<file path="src/rtl/rv32i_pkg.sv">
// Shared types for the RV32I decode stage: ALU op codes, operand selects,
// opcode constants and the decoded payload bundle.
package rv32i_pkg;

    localparam int XLEN_C = 32;

    typedef enum logic [3:0] {
        ALU_ADD    = 4'b0000,
        ALU_SUB    = 4'b0001,
        ALU_AND    = 4'b0010,
        ALU_OR     = 4'b0011,
        ALU_XOR    = 4'b0100,
        ALU_SLL    = 4'b0101,
        ALU_SRL    = 4'b0110,
        ALU_SLT    = 4'b0111,
        ALU_SLTU   = 4'b1000,
        ALU_SRA    = 4'b1001,
        ALU_PASS_A = 4'b1111
    } alu_op_e;

    typedef enum logic [1:0] {
        A_RS1  = 2'b00,
        A_PC   = 2'b01,
        A_PC4  = 2'b10,
        A_ZERO = 2'b11
    } a_sel_e;

    typedef enum logic {
        B_RS2 = 1'b0,
        B_IMM = 1'b1
    } b_sel_e;

    localparam logic [6:0] OPC_OP       = 7'h33;
    localparam logic [6:0] OPC_OP_IMM   = 7'h13;
    localparam logic [6:0] OPC_LUI      = 7'h37;
    localparam logic [6:0] OPC_AUIPC    = 7'h17;
    localparam logic [6:0] OPC_JAL      = 7'h6f;
    localparam logic [6:0] OPC_JALR     = 7'h67;
    localparam logic [6:0] OPC_BRANCH   = 7'h63;
    localparam logic [6:0] OPC_LOAD     = 7'h03;
    localparam logic [6:0] OPC_STORE    = 7'h23;
    localparam logic [6:0] OPC_MISC_MEM = 7'h0f;

    localparam logic [6:0] F7_BASE = 7'h00;
    localparam logic [6:0] F7_ALT  = 7'h20;

    typedef struct packed {
        alu_op_e           alu_sel;
        a_sel_e            a_sel;
        b_sel_e            b_sel;
        logic [XLEN_C-1:0] imm;
        logic [4:0]        rs1;
        logic [4:0]        rs2;
        logic [4:0]        rd;
        logic [2:0]        funct3;
        logic              reg_we;
        logic              mem_re;
        logic              mem_we;
        logic              branch;
        logic              jump;
        logic              illegal;
    } dec_bundle_t;

    // Base-ALU op for the funct3 encodings shared by OP and OP-IMM
    // (funct7 = 0 variants).
    function automatic alu_op_e alu_from_funct3(input logic [2:0] f3);
        alu_op_e op;
        case (f3)
            3'b000:  op = ALU_ADD;
            3'b001:  op = ALU_SLL;
            3'b010:  op = ALU_SLT;
            3'b011:  op = ALU_SLTU;
            3'b100:  op = ALU_XOR;
            3'b101:  op = ALU_SRL;
            3'b110:  op = ALU_OR;
            default: op = ALU_AND;
        endcase
        return op;
    endfunction

endpackage

</file>
<file path="src/rtl/rv32i_dec_comb.sv">
// Purely combinational RV32I instruction decoder: instruction word in,
// ALU/operand selects, immediate and control flags out.
import rv32i_pkg::*;

module rv32i_dec_comb (
    input  logic [31:0]  instr,
    output dec_bundle_t  dec
);

    logic [6:0]  opcode;
    logic [2:0]  funct3;
    logic [6:0]  funct7;
    logic [31:0] imm_i;
    logic [31:0] imm_s;
    logic [31:0] imm_b;
    logic [31:0] imm_u;
    logic [31:0] imm_j;
    logic [31:0] imm_sh;

    assign opcode = instr[6:0];
    assign funct3 = instr[14:12];
    assign funct7 = instr[31:25];

    assign imm_i  = {{20{instr[31]}}, instr[31:20]};
    assign imm_s  = {{20{instr[31]}}, instr[31:25], instr[11:7]};
    assign imm_b  = {{19{instr[31]}}, instr[31], instr[7], instr[30:25], instr[11:8], 1'b0};
    assign imm_u  = {instr[31:12], 12'b0};
    assign imm_j  = {{11{instr[31]}}, instr[31], instr[19:12], instr[20], instr[30:21], 1'b0};
    assign imm_sh = {27'b0, instr[24:20]};

    // Decode by opcode, then squash everything but the register fields
    // when the encoding is not a legal RV32I instruction.
    always_comb begin
        logic ill;
        ill = 1'b0;

        dec         = '0;
        dec.alu_sel = ALU_ADD;
        dec.a_sel   = A_RS1;
        dec.b_sel   = B_RS2;
        dec.rs1     = instr[19:15];
        dec.rs2     = instr[24:20];
        dec.rd      = instr[11:7];
        dec.funct3  = funct3;

        case (opcode)
            OPC_OP: begin
                dec.reg_we = 1'b1;
                if (funct7 == F7_BASE) begin
                    dec.alu_sel = alu_from_funct3(funct3);
                end else if (funct7 == F7_ALT && funct3 == 3'b000) begin
                    dec.alu_sel = ALU_SUB;
                end else if (funct7 == F7_ALT && funct3 == 3'b101) begin
                    dec.alu_sel = ALU_SRA;
                end else begin
                    ill = 1'b1;
                end
            end
            OPC_OP_IMM: begin
                dec.reg_we = 1'b1;
                dec.b_sel  = B_IMM;
                if (funct3 == 3'b001) begin
                    dec.alu_sel = ALU_SLL;
                    dec.imm     = imm_sh;
                    ill         = (funct7 != F7_BASE);
                end else if (funct3 == 3'b101) begin
                    dec.alu_sel = (funct7 == F7_ALT) ? ALU_SRA : ALU_SRL;
                    dec.imm     = imm_sh;
                    ill         = (funct7 != F7_BASE) && (funct7 != F7_ALT);
                end else begin
                    dec.alu_sel = alu_from_funct3(funct3);
                    dec.imm     = imm_i;
                end
            end
            OPC_LUI: begin
                dec.reg_we = 1'b1;
                dec.a_sel  = A_ZERO;
                dec.b_sel  = B_IMM;
                dec.imm    = imm_u;
            end
            OPC_AUIPC: begin
                dec.reg_we = 1'b1;
                dec.a_sel  = A_PC;
                dec.b_sel  = B_IMM;
                dec.imm    = imm_u;
            end
            OPC_JAL: begin
                dec.reg_we  = 1'b1;
                dec.jump    = 1'b1;
                dec.a_sel   = A_PC4;
                dec.b_sel   = B_IMM;
                dec.alu_sel = ALU_PASS_A;
                dec.imm     = imm_j;
            end
            OPC_JALR: begin
                dec.reg_we  = 1'b1;
                dec.jump    = 1'b1;
                dec.a_sel   = A_PC4;
                dec.b_sel   = B_IMM;
                dec.alu_sel = ALU_PASS_A;
                dec.imm     = imm_i;
                ill         = (funct3 != 3'b000);
            end
            OPC_BRANCH: begin
                dec.branch = 1'b1;
                dec.imm    = imm_b;
                case (funct3)
                    3'b000, 3'b001: dec.alu_sel = ALU_SUB;
                    3'b100, 3'b101: dec.alu_sel = ALU_SLT;
                    3'b110, 3'b111: dec.alu_sel = ALU_SLTU;
                    default:        ill = 1'b1;
                endcase
            end
            OPC_LOAD: begin
                dec.reg_we = 1'b1;
                dec.mem_re = 1'b1;
                dec.b_sel  = B_IMM;
                dec.imm    = imm_i;
                ill        = (funct3 == 3'b011) || (funct3 == 3'b110) || (funct3 == 3'b111);
            end
            OPC_STORE: begin
                dec.mem_we = 1'b1;
                dec.b_sel  = B_IMM;
                dec.imm    = imm_s;
                ill        = (funct3 > 3'b010);
            end
            OPC_MISC_MEM: begin
                // FENCE is a no-op for this in-order core.
            end
            default: begin
                ill = 1'b1;
            end
        endcase

        if (ill) begin
            dec.alu_sel = ALU_ADD;
            dec.a_sel   = A_RS1;
            dec.b_sel   = B_RS2;
            dec.imm     = '0;
            dec.reg_we  = 1'b0;
            dec.mem_re  = 1'b0;
            dec.mem_we  = 1'b0;
            dec.branch  = 1'b0;
            dec.jump    = 1'b0;
        end
        dec.illegal = ill;
    end

endmodule

</file>
<file path="src/rtl/rv32i_decode_stage.sv">
// RV32I decode pipeline stage: combinational decode feeding a valid/ready
// register slice with one skid entry. in_ready is registered and simply
// reflects an empty skid, so fetch never sees a combinational path from
// out_ready.
import rv32i_pkg::*;

module rv32i_decode_stage #(
    parameter int XLEN = 32,
    parameter int PC_W = 32
) (
    input  logic            clk,
    input  logic            rst_n,
    input  logic            flush,
    input  logic            in_valid,
    output logic            in_ready,
    input  logic [31:0]     in_instr,
    input  logic [PC_W-1:0] in_pc,
    output logic            out_valid,
    input  logic            out_ready,
    output logic [PC_W-1:0] out_pc,
    output logic [3:0]      out_alu_sel,
    output logic [1:0]      out_a_sel,
    output logic            out_b_sel,
    output logic [XLEN-1:0] out_imm,
    output logic [4:0]      out_rs1,
    output logic [4:0]      out_rs2,
    output logic [4:0]      out_rd,
    output logic [2:0]      out_funct3,
    output logic            out_reg_we,
    output logic            out_mem_re,
    output logic            out_mem_we,
    output logic            out_branch,
    output logic            out_jump,
    output logic            out_illegal
);

    dec_bundle_t     dec_d;
    dec_bundle_t     out_q;
    dec_bundle_t     skid_q;
    logic [PC_W-1:0] out_pc_q;
    logic [PC_W-1:0] skid_pc_q;
    logic            out_valid_q;
    logic            skid_valid_q;
    logic            in_ready_q;

    logic            accept;
    logic            load_out;
    logic            out_valid_d;
    logic            skid_valid_d;

    rv32i_dec_comb u_dec (
        .instr (in_instr),
        .dec   (dec_d)
    );

    // Next occupancy of the output register and the skid entry.
    always_comb begin
        accept       = in_valid & in_ready_q;
        load_out     = ~out_valid_q | out_ready;
        out_valid_d  = out_valid_q;
        skid_valid_d = skid_valid_q;
        if (flush) begin
            out_valid_d  = 1'b0;
            skid_valid_d = 1'b0;
        end else if (load_out) begin
            if (skid_valid_q) begin
                out_valid_d  = 1'b1;
                skid_valid_d = 1'b0;
            end else begin
                out_valid_d  = accept;
            end
        end else if (accept) begin
            skid_valid_d = 1'b1;
        end
    end

    // Valid bits and the registered ready; reset wins over flush.
    always_ff @(posedge clk or negedge rst_n) begin
        if (!rst_n) begin
            out_valid_q  <= 1'b0;
            skid_valid_q <= 1'b0;
            in_ready_q   <= 1'b1;
        end else begin
            out_valid_q  <= out_valid_d;
            skid_valid_q <= skid_valid_d;
            in_ready_q   <= ~skid_valid_d;
        end
    end

    // Payload: output register refills from the skid first so order is
    // preserved; an accept while the output is stalled lands in the skid.
    // in_ready is low whenever the skid is full, so accept and a full skid
    // never coincide.
    always_ff @(posedge clk or negedge rst_n) begin
        if (!rst_n) begin
            out_q     <= '0;
            out_pc_q  <= '0;
            skid_q    <= '0;
            skid_pc_q <= '0;
        end else if (!flush) begin
            if (load_out && skid_valid_q) begin
                out_q    <= skid_q;
                out_pc_q <= skid_pc_q;
            end else if (load_out && accept) begin
                out_q    <= dec_d;
                out_pc_q <= in_pc;
            end
            if (!load_out && accept) begin
                skid_q    <= dec_d;
                skid_pc_q <= in_pc;
            end
        end
    end

    assign in_ready    = in_ready_q;
    assign out_valid   = out_valid_q;
    assign out_pc      = out_pc_q;
    assign out_alu_sel = out_q.alu_sel;
    assign out_a_sel   = out_q.a_sel;
    assign out_b_sel   = out_q.b_sel;
    assign out_imm     = out_q.imm;
    assign out_rs1     = out_q.rs1;
    assign out_rs2     = out_q.rs2;
    assign out_rd      = out_q.rd;
    assign out_funct3  = out_q.funct3;
    assign out_reg_we  = out_q.reg_we;
    assign out_mem_re  = out_q.mem_re;
    assign out_mem_we  = out_q.mem_we;
    assign out_branch  = out_q.branch;
    assign out_jump    = out_q.jump;
    assign out_illegal = out_q.illegal;

endmodule
</file>
<file path="config.mk">
export PLATFORM = sky130hd
export DESIGN_NAME = rv32i_decode_stage
export DESIGN_NICKNAME = d
export VERILOG_FILES = /design/src/rtl/rv32i_pkg.sv /design/src/rtl/rv32i_dec_comb.sv /design/src/rtl/rv32i_decode_stage.sv
export SDC_FILE = /design/constraint.sdc
export NUM_CORES = 1
export LEC_CHECK = 0
export ABC_AREA = 1
export CORE_MARGIN = 2
export CORE_UTILIZATION = 45
export DETAILED_ROUTE_END_ITERATION = 16
export GPL_TIMING_DRIVEN = 0
export PLACE_DENSITY = 0.75
export SYNTH_ARGS = -nofsm -noshare
export SYNTH_HDL_FRONTEND = slang
export SYNTH_SLANG_ARGS = --single-unit
</file>
<file path="constraint.sdc">
create_clock -name clk -period 2.7 [get_ports clk]
set_clock_uncertainty 0.2 [all_clocks]
set_input_delay 0.27 -clock clk [delete_from_list [all_inputs] [get_ports clk]]
set_output_delay 0.27 -clock clk [all_outputs]
set_load 0.01 [all_outputs]
</file>
After elaboration in Yosys (flattened, before gate mapping)
Index checks and enable logic that the tools add are counted.
{ "word_totals": {"latchBits": 0, "ram_bits": 0, "output_inout_bits": 97, "rom_bits": 0, "ff_bits": 193, "n_memories": 0, "word_cells": 124} }
{ "classes": {"bitwise_logic": 5, "reduce_logical": 27, "div": 0, "magnitude_cmp": 1, "mux": 39, "mul": 0, "shifts": 0, "addsub": 0, "n_eq_ne": 19} }
{ "ops": {"columns": ["operator", "n"], "rows": [
  ["32-bit one-hot mux with 6 select lines", 1],
  ["32-bit 2-to-1 mux", 4],
  ["63-bit 2-to-1 mux", 2],
  ["39-bit 2-to-1 mux", 1],
  ["7-bit by 6-bit equality test with 1-bit output (second input constant)", 4],
  ["4-bit one-hot mux with 7 select lines", 1],
  ["4-bit 2-to-1 mux", 6],
  ["7-bit equality test (second input constant)", 3],
  ["4-bit one-hot mux with 5 select lines", 1],
  ["1-bit 2-to-1 mux", 18],
  ["4-bit one-hot mux with 4 select lines", 1],
  ["7-bit by 5-bit equality test with 1-bit output (second input constant)", 2],
  ["7-bit OR reduction", 2],
  ["3-bit equality test (second input constant)", 4],
  ["4-bit one-hot mux with 3 select lines", 1],
  ["2-bit OR reduction", 6],
  ["7-bit by 2-bit equality test with 1-bit output (second input constant)", 1],
  ["7-bit by 4-bit equality test with 1-bit output (second input constant)", 1],
  ["7-bit logical NOT", 1],
  ["7-bit by 6-bit != test with 1-bit output (second input constant)", 1],
  ["1-bit one-hot mux with 7 select lines", 1],
  ["7-bit nonzero test", 1],
  ["3-bit by 2-bit equality test with 1-bit output (second input constant)", 2],
  ["1-bit logical AND", 6],
  ["15 further kinds", 20]
]} }

Logic depth before layout (Yosys ltp)
Gate-level depths: netlist (run 1).
{ "depth": {"depth_word": 9, "mapped_depth": 13} }

Cells and area by module
Synthesis (run 1) repeated with hierarchy kept, for this count alone.
{ "unflattened": {"hier_cells": 1436, "area_unflattened_um2": 10198.5} }
{ "by_module_without_submodules": {"columns": ["module", "seq_area_each_um2", "instances", "cells_each", "area_per_inst_um2"], "rows": [
  ["rv32i_decode_stage", 4830.9, 1, 1144, 8743.4],
  ["rv32i_dec_comb", 0.0, 1, 292, 1455.1]
]} }

Worst setup path before layout (run 1)
Ideal clock, no wire load.
{ "synth_path": {"path_type": "register -> register", "from": "reg out_valid_q (netlist: out_valid)", "to": "reg skid_q[57] (netlist name)", "setup_ns": 0.137, "required_time_ns": 2.363, "path_stages_with_launch": 13, "t_arrival_ns": 1.563, "setup_slack_ns": 0.800, "cell_sequence": "dfrtp_1 > inv_1 > nor2_2 > inv_1 > nor2_1 > inv_2 > nor2_4 > inv_2 > buf_2 > buf_2 > buf_2 > nand2_1 > o21ai_0"} }
{ "synth_between": {"elab_chain_cells": 5} }
{ "synth_rtl": {"columns": ["item", "line", "rtl"], "rows": [
  ["start, declared", "rv32i_decode_stage.sv:42", "logic out_valid_q;"],
  ["start signal, assigned", "rv32i_decode_stage.sv:84", "out_valid_q <= out_valid_d;"],
  ["1-bit NOT", "rv32i_decode_stage.sv:59", "load_out = ~out_valid_q | out_ready;"],
  ["1-bit bitwise OR", "rv32i_decode_stage.sv:59", null],
  ["1-bit logical NOT", "rv32i_decode_stage.sv:108", "if (!load_out && accept) begin"],
  ["1-bit logical AND", "rv32i_decode_stage.sv:108", null],
  ["2-bit AND reduction (no line)", null, null],
  ["end signal, assigned", "rv32i_decode_stage.sv:98", "skid_q <= '0;"],
  ["end signal, assigned", "rv32i_decode_stage.sv:109", "skid_q <= dec_d;"],
  ["end, declared", "rv32i_decode_stage.sv:39", "dec_bundle_t skid_q;"]
]} }
Every way passes these cells.
A chain may end at the register's enable or synchronous reset.

Worst setup path after layout (run 1)
{ "layout_path": {"from": "in in_instr[3]", "to": "reg out_q, in the netlist out_illegal"} }
{ "layout_between": {"elab_chain_cells": 5, "elab_cells_between_ends": 14, "classes_between": "10 x eq/ne; 3 x mux; 1 x reduce/logical"} }
{ "layout_rtl": {"columns": ["item", "line", "rtl"], "rows": [
  ["start, declared", "rv32i_decode_stage.sv:16", "input logic [31:0] in_instr,"],
  ["7-bit by 4-bit equality test with 1-bit output (tied with other cells)", "rv32i_dec_comb.sv:46", "case (opcode)"],
  ["4-bit OR reduction (no line)", null, null],
  ["1-bit one-hot mux with 7 select lines (*)", "rv32i_dec_comb.sv:46", null],
  ["63-bit 2-to-1 mux (*)", "rv32i_decode_stage.sv:104", "end else if (load_out && accept) begin"],
  ["63-bit 2-to-1 mux (*)", "rv32i_decode_stage.sv:101", "if (load_out && skid_valid_q) begin"],
  ["end signal, assigned", "rv32i_decode_stage.sv:102", "out_q <= skid_q;"],
  ["end, declared", "rv32i_decode_stage.sv:38", "dec_bundle_t out_q;"]
]} }
Mark *: on every way between the ends. The rest lies on a longest branch, timed or not. The select of a mux whose other input is x is not followed.

==> results of run 1 <==
per-layer routing:
layer,up-vias,global-route usage [%],part of all wire (%)
li1,4654,-,-
met1,4613,36.2,44
met2,365,40.9,46
met3,63,3.71,5.6
met4,0,10.8,3.7
met5,-,0,0
registers in the layout, indices dropped and copies added, names as in the netlist:
register      count
out_rd            5
skid_valid_q      1
out_valid         1
out_b_sel         1
out_rs2           5
out_imm          32
out_jump          1
out_mem_we        1
out_illegal       1
out_reg_we        1
skid_q           63
out_mem_re        1
out_a_sel         2
in_ready          1
out_branch        1
out_pc           32
out_funct3        3
out_alu_sel       4
skid_pc_q        32
out_rs1           5
synth_stat cells:
library cell,number,area (um^2)
buf_4,3,22.5
buf_2,24,120
nand3_1,99,495
clkinv_1,1,3.75
nand2_2,3,18.8
o21ai_1,67,335
nand4_1,6,37.5
nand3b_1,9,67.6
o211ai_1,1,7.51
dfrtp_1,192,4800
clkbuf_1,54,203
buf_1,1,3.75
nor2_1,151,567
nor2_2,5,31.3
a21oi_1,7,35.0
o21ai_0,143,716
a21oi_2,1,8.76
dfstp_2,1,26.3
nand3_2,11,110
inv_2,4,15.0
nor2_8,1,20.0
inv_1,98,368
nand2_1,463,1740
buf_6,5,56.3
nor2_4,4,45.0
metrics by stage:
stage / setup TNS [ps] / setup slack (ps) / instances / util [%] / power (mW)
after global routing: 0 / 35.0 / 1831 / 57.6 / 7.71
after floorplan: 0 / 800 / 1354 / - / 4.09
after global placement: -1342590 / -6860 / 1797 / 54.6 / 4.80
after detailed placement: -21670 / -304 / 1798 / 54.7 / 4.84
after CTS: 0 / 79.9 / 1831 / 57.6 / 7.42
final: 0 / 158 / 1831 / 57.6 / 7.36
path summary, 6_finish.rpt:
check	to	cells past startpoint	slack, ps	from
max in group asynchronous	skid_q[30]	3	1150	rst_n
min in group asynchronous	out_pc[19]	2	200	rst_n
min reg2reg	out_imm[13]	2	280	out_imm[13]
max reg2reg	out_alu_sel[3]	9	180	skid_valid_q
min	skid_q[7]	3	40	in_instr[13]
max	out_illegal	12	160	in_instr[3]
power groups by stage:
stage	Combinational (mW)	Clock, mW	Sequential (mW)
after global placement	1.29	0	3.51
after global routing	1.47	2.72	3.51
after CTS	1.33	2.63	3.46
after floorplan	0.529	0	3.57
after detailed placement	1.33	0	3.52
final	1.32	2.58	3.46
layout make-up:
cell class | count | area [um^2]
plain buffers | 86 | 404
clock buffers | 19 | 433
clock inverters | 13 | 173
fillers | 1983 | 9190
inverters | 103 | 387
multi-input cells | 971 | 4230
flip-flops and latches | 193 | 4830
well taps | 280 | 350
repair buffers | 166 | 1680
cell usage in the layout (no fill, tap or decap), types with 17 or more instances in the layout:
cell type,n
buf_2,24
clkbuf_1,53
clkbuf_16,17
clkdlybuf4s50_1,162
dfrtp_1,192
inv_1,98
nand2_1,463
nand3_1,99
nor2_1,151
o21ai_0,143
o21ai_1,67
critical path, stage by stage:
cell             delay [ps]
clkdlybuf4s50_1         440
inv_1                   110
nand2_1                  90
nor2_4                  220
nand2_1                 260
nand4_1                 140
nor2_1                   70
nor2_4                  290
buf_4                   230
nand2_1                  80
o21ai_1                 360
nand2_1                  80
cells by family (layout without fill, tap and decap cells):
| group | after synthesis | after routing | synth area share (%) |
|---|---|---|---|
| AOI/OAI and AO/OA | 219 | 219 | 11.2 |
| buffers and inverters | 190 | 387 | 8.04 |
| DFF | 193 | 193 | 49.0 |
| and+or+nand+nor | 752 | 752 | 31.8 |
repair_timing:
action / in CTS / in global routing
endpoints found under the setup margin: 14 / 35
hold buffers: 2 / 0
gates resized for setup: 1 / 2
hold endpoints to repair: 86 / 0
==> metrics.yaml, run 1 <==
dpl.hpwl_um: 21700
antenna_cells: 0
wirelength_um: 29500
seqPwrFrac_pct: 47.1
syn_inst: 1354
switchingPower_mw: 2.14
worstSetupStartpointType: "input pin"
worst_slew_pin_slew_ps: 660
yosys_warnings: 0
timing_worst_setup_path_type: "input pin to register"
grt_pass1_wl_um: 48500
cts_buffer_depth: 2
grt_antenna_before_repair: 0
start_util_pct: 45.4
yosysSeqAreaShare_pct: 49.0
clk_pin_slew_ps: 80
drv_slew: 0
fin_crit_sh_pct: 94.1
intPower_mw: 5.22
routed_via_density: 5.29
ys_types: 25
final_layout_size_suffix_gt1_share_pct: 6.19
num_rows: 54
synth_seq_cells: 193
die_h_um: 152
critical_path.max_fanout: 10
powerDensity_nw_per_um2: 589
grt_pass1_vias: 9418
cts-root-buf: "clkbuf_16"
fin_hold_ws_ps: 36.5
dieArea_um2: 23100
final_nets: 1607
irDropWorstVdd_mv: 0.375
cts-buffers-inserted: 17
ant_nets: 0
avgSynthCellArea_um2: 7.28
grtUsageTotal_pct: 26.0
cts_tree: "done"
worstHoldPathType: "input pin to register"
drt_iter0_markers: 799
post_cts_buffers: 0
postLayoutCellArea_um2: 12500
cap_violations: 0
vias: 9695
synthesis.area_um2: 9860
fin_crit_ps: 2540
firstDrtPassIters: 7
power_frac_clock_pct: 35.0
die_width_um: 152
wire_per_inst_um: 16.1
synth_nets: 1423
finalHoldViolations: 0
io_pins: 166
core_um2: 21700
route.detailed.drc: 0
swShare_pct: 29.0
rsz0062_at_grt: "false"
combinationalPowerShare_pct: 17.9
max_freq_mhz: 393
port_buffers: 163
required_ps: 2820
cp.arrival_ps: 2660
endpoint_kind: "register"
gp_congestion: 0.964
clk_latency_ps: 440
slew_headroom_pct: 56.0
grt.overflow.total: 0
grt_max_degree: 108
setup_viol: 0
status: "finished, final reports clean"
placed_area_um2: 11900
p_leak_nw: 6.56
clock-sinks: 193
syn_to_final_growth_pct: 26.8
htreeDepth: 4
Note: power is estimated with default switching activity, not from simulation.
==> inputs of run 2 (changes only) <==
Clock period 2.7 ns to 2.4 ns, I/O delays scaled along.
==> run 2 against run 1 <==
Clock-buffer cell count did not move. Register-to-register slack got worse by 120 ps. Sequential power grew 13%. Via count up 0.21%. Core utilization grew 0.61 points. Cell count increased by 0.55%. Power up 13%. Critical endpoint is now out_imm[4].
==> metrics.yaml, run 2 (synthesis results as in run 1) <==
fin_crit_sh_pct: 99.7
worstSetupStartpointType: "input pin"  # unchanged
gp_congestion: 0.964  # unchanged
placed_cells: 1798  # unchanged
clk_latency_ps: 450  # was 440 ps
max_freq_mhz: 418
port_buffers: 163  # unchanged
ant_nets: 0  # unchanged
slew_headroom_pct: 55.6  # was 56.0%
final_layout_size_suffix_gt1_share_pct: 7.75  # was 6.19%
fin_hold_ws_ps: 180  # was 36.5 ps
num_rows: 54  # unchanged
status: "finished, final reports clean"  # unchanged
drt_iter0_markers: 911  # was 799
die_h_um: 152  # unchanged
die_width_um: 152  # unchanged
worst_slew_pin_slew_ps: 666  # was 660 ps
fin_crit_ps: 2390
clk_pin_slew_ps: 80  # about the same
wirelength_um: 29900  # was 29500 um
fin_cells: 1841  # was 1831
irDropWorstVdd_mv: 0.422  # was 0.375 mV
clock-sinks: 193  # unchanged
cts_tree: "done"  # unchanged
worstHoldPathType: "input pin to asynchronous set/reset pin"  # was input pin to register
endpoint_kind: "register"  # unchanged
critical_path.max_fanout: 10  # unchanged
reg2reg_slack_ps: 60  # was 180 ps
p_leak_nw: 6.67  # was 6.56 nW
grt_pass1_vias: 9448  # was 9418
regArea_um2: 4830  # unchanged
io_pins: 166  # unchanged
dieArea_um2: 23100  # unchanged
routed_via_density: 5.28  # was 5.29
regMostFlops: "skid_q"  # unchanged
dpl.hpwl_um: 21700  # unchanged
vias: 9715  # was 9695
grt_antenna_before_repair: 0  # unchanged
grtUsageTotal_pct: 26.2  # was 26.0%
setup_viol: 0  # unchanged
final_nets: 1617  # was 1607
grt.overflow.total: 0  # unchanged
layout_common_cells: "nand2_1, dfrtp_1, clkdlybuf4s50_1"  # unchanged
htreeDepth: 4  # unchanged
cts-root-buf: "clkbuf_16"  # unchanged
drv_slew: 0  # unchanged
core_um2: 21700  # unchanged
wire_per_inst_um: 16.2  # was 16.1 um
required_ps: 2530  # was 2820 ps
rsz0062_at_grt: "true"  # was false
start_util_pct: 45.4  # unchanged
cts_buffer_depth: 2  # unchanged
multi_input_area_um2: 4250  # was 4230 um^2
cp.arrival_ps: 2530  # was 2660 ps
final_util_pct: 58.2  # was 57.6%
timing_worst_setup_path_type: "input pin to register"  # unchanged
total_power_mw: 8.31  # was 7.36 mW
powerDensity_nw_per_um2: 658  # was 589 nW/um^2
final_common_cell: "nand2_1"  # unchanged
finalHoldViolations: 0  # unchanged
grt_max_degree: 108  # unchanged
cap_violations: 0  # unchanged
grt_pass1_wl_um: 48900  # was 48500 um
firstDrtPassIters: 6  # was 7
antenna_cells: 0  # unchanged
nFillCells: 1983  # unchanged
syn_to_final_growth_pct: 28.1  # was 26.8%
cts-buffers-inserted: 17  # unchanged
largest_reg_flops: 63  # unchanged
route.detailed.drc: 0  # unchanged
-- run 2: changes by cell type in the layout (fill, tap and decap cells not counted), moves of 2 or more --
cell,change
clkbuf_4,+5
clkbuf_2,+14
buf_4,+11
clkbuf_1,-17
buf_2,-6
buf_1,+2
-- run 2: worst paths after layout --
check,startpoint,to,cells after the start
setup / recovery,in_instr[12],out_imm[4],13
hold / removal,rst_n,out_pc[19],2
setup reg to reg,skid_valid_q,out_imm[4],9
hold reg to reg,out_a_sel[1],out_a_sel[1],2
max in group asynchronous,rst_n,skid_q[32],3
min in group clk,in_pc[17],skid_pc_q[17],3
-- run 2: cell type report --
class,count,share of cell area (%)
clock buffer,19,3.43
timing repair buffer,176,14.0
clock inverter,13,1.37
multi-input combinational,971,33.7
inverter,103,3.06
tap,280,2.77
buffer,86,3.49
sequential,193,38.3
-- run 2: critical path, cell delays in order --
cell and delay, ps:
dlygate4sd3_1 530, clkbuf_4 220, nand2_2 90, nor2_4 220, o21ai_1 190, a21oi_2 230, nor2_4 90, buf_4 150
buf_6 140, nand3_2 70, nand2_1 70, nand2_1 190, nand2_1 70
-- run 2: metal layers --
metal | global-route usage, % | wire (um) | vias up
met1 | 36.4 | 13300 | 4616
li1 | - | - | 4663
met4 | 11.0 | 1040 | 0
met2 | 41.4 | 13800 | 377
met3 | 3.71 | 1770 | 59
met5 | 0 | 0 | -
-- run 2: power breakdown --
group / internal (mW) / total, mW / switching (mW) / leakage [nW]
combinational: 0.708 / 1.51 / 0.800 / 3.84
sequential: 3.68 / 3.90 / 0.216 / 2.53
clock: 1.50 / 2.90 / 1.41 / 0.293
-- run 2: through the flow --
| step | TNS, ps | area (um^2) | setup slack (ps) |
|---|---|---|---|
| finish | 0 | 12600 | 7.48 |
| global route | -1760 | 12600 | -93.5 |
| CTS | 0 | 12500 | 11.8 |
| detailed placement | -60130 | 11900 | -574 |
| global placement | -1432850 | 11800 | -7130 |
| floorplan | 0 | 9860 | 500 |
-- run 2: repair_timing --
| action | CTS | global route |
|---|---|---|
| pin swaps | 0 | 3 |
| hold buffers | 3 | 0 |
| hold endpoints to repair | 87 | 0 |
| resized for setup | 8 | 38 |
| setup endpoints to repair | 90 | 148 |
| buffers inserted | 0 | 9 |
